==> src/rtl/apple_collector.sv <==
// rtl/apple_collector.sv - apple collision tracker: per-frame hit commit, score, win and frame counter
module apple_collector (
    input  logic       clk,
    input  logic       rst,
    input  logic       update,
    input  logic [4:0] apple,
    input  logic       player,
    input  logic       restart,
    output logic [4:0] visible_apple,
    output logic [4:0] eaten,
    output logic [2:0] score,
    output logic       win,
    output logic [9:0] frames
);

    typedef enum logic [1:0] {
        PLAY   = 2'b00,
        COMMIT = 2'b01,
        WIN    = 2'b10
    } state_t;

    state_t     r_state;
    logic       r_update_q;
    logic       r_armed;
    logic [4:0] r_hit_pend;
    logic [4:0] r_eaten;
    logic [2:0] r_score;
    logic [9:0] r_frames;
    logic [4:0] r_visible;
    logic       r_win;

    logic       w_frame_edge;
    logic [4:0] w_hit_pend_next;
    logic [4:0] w_new;
    logic [2:0] w_new_cnt;

    // An edge only counts once update has been seen low after reset, so a
    // level held high through reset cannot fake a frame end.
    assign w_frame_edge    = update & ~r_update_q & r_armed;
    assign w_hit_pend_next = r_hit_pend | (apple & {5{player}} & ~r_eaten);
    assign w_new           = w_hit_pend_next & ~r_eaten;

    // Number of apples newly eaten in this commit.
    always_comb begin
        w_new_cnt = 3'd0;
        for (int i = 0; i < 5; i++) begin
            w_new_cnt = w_new_cnt + {2'b00, w_new[i]};
        end
    end

    // Game FSM with all outputs registered; restart overrides any transition.
    always_ff @(posedge clk or posedge rst) begin
        if (rst) begin
            r_state    <= PLAY;
            r_update_q <= 1'b0;
            r_armed    <= 1'b0;
            r_hit_pend <= 5'd0;
            r_eaten    <= 5'd0;
            r_score    <= 3'd0;
            r_frames   <= 10'd0;
            r_visible  <= 5'd0;
            r_win      <= 1'b0;
        end else begin
            r_update_q <= update;
            r_armed    <= r_armed | ~update;
            r_visible  <= apple & ~r_eaten;
            if (restart) begin
                r_state    <= PLAY;
                r_hit_pend <= 5'd0;
                r_eaten    <= 5'd0;
                r_score    <= 3'd0;
                r_frames   <= 10'd0;
                r_win      <= 1'b0;
            end else begin
                case (r_state)
                    PLAY: begin
                        if (w_frame_edge) begin
                            r_eaten    <= r_eaten | w_new;
                            r_score    <= r_score + w_new_cnt;
                            r_hit_pend <= 5'd0;
                            if (r_frames != 10'd1023) begin
                                r_frames <= r_frames + 10'd1;
                            end
                            r_state    <= COMMIT;
                        end else begin
                            r_hit_pend <= w_hit_pend_next;
                        end
                    end
                    COMMIT: begin
                        r_hit_pend <= w_hit_pend_next;
                        if (r_eaten == 5'h1F) begin
                            r_state <= WIN;
                            r_win   <= 1'b1;
                        end else begin
                            r_state <= PLAY;
                        end
                    end
                    WIN: begin
                        r_win <= 1'b1;
                    end
                    default: begin
                        r_state <= PLAY;
                        r_win   <= 1'b0;
                    end
                endcase
            end
        end
    end

    assign visible_apple = r_visible;
    assign eaten         = r_eaten;
    assign score         = r_score;
    assign win           = r_win;
    assign frames        = r_frames;

endmodule

==> config.mk <==
export PLATFORM = sky130hd
export DESIGN_NAME = apple_collector
export DESIGN_NICKNAME = d
export VERILOG_FILES = /design/src/rtl/apple_collector.sv
export SDC_FILE = /design/constraint.sdc
export NUM_CORES = 1
export LEC_CHECK = 0
export CAP_MARGIN = 20
export CORE_UTILIZATION = 48
export CTS_CLUSTER_DIAMETER = 80
export DETAILED_ROUTE_END_ITERATION = 10
export PLACE_DENSITY = 0.78
export SETUP_SLACK_MARGIN = 0.3
export SLEW_MARGIN = 30
export SYNTH_ARGS = -nofsm -noshare
export SYNTH_HDL_FRONTEND = slang
export SYNTH_SLANG_ARGS = --single-unit
==> constraint.sdc <==
create_clock -name clk -period 3.8 [get_ports clk]
set_clock_uncertainty 0.05 [all_clocks]
set_input_delay 0.57 -clock clk [delete_from_list [all_inputs] [get_ports clk]]
set_output_delay 0.57 -clock clk [all_outputs]
set_load 0.01 [all_outputs]
==> impl_metrics.csv <==
group,metric,value,unit
final_layout,syn2layout_area_growth,27.4,%
setup_path,reg2reg_depth,13,
logic_synthesis,avgSynthCellArea,9.98,sq um
logic_synthesis,synth_top_area_share,49.0,%
placed_design,hpwl,2.61,mm
timing,rsz0062_at_grt,"no",
die,die_h,61.3,um
final_layout,final_cell_mix,"33 x dfrtp_1, 32 x clkdlybuf4s50_1, 22 x nor2_1",
min_path,hp-class,"reg2reg",
logic_synthesis,synth.yosys.seq_area_share,49.0,%
timing,layout_setup_ws,0.586,ns
power_and_ir_drop,vdd_ir_drop_max,0.216,mV
min_path,holdPathStages,1,
timing,slew_violations,0,
timing,maxSlewHeadroom,65.2,%
setup_path,end_kind,"flip-flop",
logic_synthesis,synth.distinct_cells,35,
placed_design,gp_congestion,0.819,
global_route,grt_pass1_vias,1366,
final_layout,final_common_cell,"dfrtp_1",
detailed_routing,routedWlPerCell,14.5,um
detailed_routing,post-route-drc-count,0,
placed_design,place_ws,0.0681,ns
logic_synthesis,ys_warn_count,0,
setup_path,critPathKind,"in2reg",
clock_network,h-tree-depth,2,
flow_run,max-cap-violations,0,
detailed_routing,drt_iter0_drc,87,
global_route,grt_pass1_wl,5.94,mm
die,start_util,50.1,%
logic_synthesis,syn_nets,189,
die,core_area,3360,sq um
clock_network,clk_latency,0.34,ns
clock_network,root_buffer,"clkbuf_4",
logic_synthesis,synth.area.top_cells,"dfrtp_1 49%, a21oi_1 5.3%, ha_1 5.2%",
final_layout,drive_gt1_share,8.17,%
die,num_io_pins,34,
timing,setup_viol,0,
detailed_routing,vias_per_cell,5.46,
global_route,grt_overflow_total,0,
timing,worst_slew_pin_slew,0.509,ns
die,dieArea,3750,sq um
final_layout,antenna_cells,0,
die,die_w,61.3,um
die,std_cell_rows,21,
logic_synthesis,synth_seq_cells,33,
detailed_routing,routed_wl,3.68,mm
setup_path,path_max_fanout,2,
detailed_routing,route.vias.total,1386,
clock_network,cts_tree,"yes",
logic_synthesis,synth_top_area_cell,"dfrtp_1",
power_and_ir_drop,p_per_area,347,nW/um^2
setup_path,arrival,3.40,ns
timing,period_needed,3.21,ns
clock_network,clock-sinks,33,
setup_path,crit_required,3.99,ns
power_and_ir_drop,p_leak,0.930,nW
clock_network,clk_pin_slew_worst_paths,0.11,ns
placed_design,numPortBuffers,33,
timing,hold_violations,0,
global_route,grt_max_degree,34,
final_layout,fin_nets,227,
setup_path,rrSetupSlack,0.92,ns
timing,tns,0,ns
detailed_routing,drt_first_pass_iters,4,
logic_synthesis,syn-cell-area,1690,sq um
timing,fin_crit_sh,84.6,%
timing,fmax,311,MHz
clock_network,cts_buffers,5,
clock_network,clock_path_buffers,2,
setup_path,start_kind,"input port",
detailed_routing,ant_nets,0,
status,status,"completed",
logic_synthesis,synth_cells,169,
global_route,antenna_found_initial,0,
global_route,grt_util_all_layers,22.5,%
-- cells in the mapped netlist, drive strengths merged --
cell,number
a2111oi,5
a211oi,1
a21oi,18
and3,2
and4,1
and4b,1
buf,1
clkbuf,3
dfrtp,33
fa,3
ha,7
inv,13
mux2,1
mux2i,5
nand2,13
nand2b,6
nand3,6
nand3b,1
nand4,2
nand4b,1
nor2,22
nor2b,5
nor3,1
nor4,1
o211ai,1
o21ai,3
o21ba,1
o31ai,2
or2,1
or3,3
or3b,1
or4,1
xnor2,1
xor2,3
-- final cells by class --
cell class | instances | area (sq um)
multi-input cells | 119 | 800
inverters | 13 | 48.8
well taps | 46 | 57.6
clock inverters | 1 | 5.00
clock buffers | 7 | 65.1
repair buffers | 35 | 348
flip-flops and latches | 33 | 826
fillers | 315 | 1210
-- power breakdown --
group	internal (mW)	total (mW)	switching (mW)
registers	0.366	0.378	0.0123
logic	0.0653	0.139	0.0740
clock network	0.107	0.228	0.121
total	0.538	0.745	0.207
-- metrics by stage --
step	util [%]	cell area (sq um)	hold WS, ns	total power, mW	std cells
after floorplan	-	1690	0.430	0.466	169
after CTS	63.7	2140	0.481	0.750	254
after global routing	63.9	2150	0.514	0.781	254
after detailed placement	61.6	2070	0.466	0.524	246
after global placement	61.6	2070	0.445	0.517	246
final	63.9	2150	0.477	0.745	254
-- kinds of logic after synthesis --
logic type / after synthesis / synth area share, %
buffers and inverters: 17 / 3.86
flip-flops: 33 / 49.0
XOR/XNOR: 4 / 2.08
multiplexers: 6 / 3.64
AND/OR/NAND/NOR: 68 / 20.7
adder cells (fa/ha/maj): 10 / 8.75
AO/OA/AOI/OAI: 31 / 12.0
-- path summary, 6_finish.rpt --
path | start | endpoint
setup / recovery | apple[0] | score[2]$_DFFE_PP0P_
max in group asynchronous | rst | frames[8]$_DFFE_PP0P_
setup reg to reg | r_hit_pend[0]$_DFFE_PP0P_ | score[2]$_DFFE_PP0P_
min in group asynchronous | rst | score[2]$_DFFE_PP0P_
hold / removal | eaten[1]$_DFFE_PP0P_ | visible_apple[1]$_DFF_PP0_
hold reg to reg | eaten[1]$_DFFE_PP0P_ | visible_apple[1]$_DFF_PP0_
-- sequential cells by signal (all words and copies together), names as in the netlist --
signal         count
eaten              5
frames            10
r_armed            1
r_hit_pend         5
r_state            2
r_update_q         1
score              3
visible_apple      5
win                1
-- timing repair --
item,CTS,global route
hold buffers,0,0
buffers inserted,0,0
endpoints found under the setup margin,0,1
resized for setup,0,2
-- routing by layer --
| layer | global-route usage (%) | wire [um] | share of wire [%] |
|---|---|---|---|
| met5 | 0 | 0 | 0 |
| met4 | 10.7 | 48 | 1.3 |
| met3 | 5.04 | 180 | 4.9 |
| met2 | 39.0 | 1940 | 53 |
| met1 | 26.4 | 1510 | 41 |
-- critical path, cell delays in order --
cell             delay, ns
clkdlybuf4s50_1       0.48
nand2_1               0.09
a21oi_2               0.19
fa_1                  0.44
inv_1                 0.09
fa_1                  0.41
inv_1                 0.07
ha_1                  0.14
inv_1                 0.05
fa_1                  0.38
xor2_1                0.15
nor2_1                0.13
xnor2_1               0.15
nor2_1                0.06
Power figures use the tool's default switching activity.
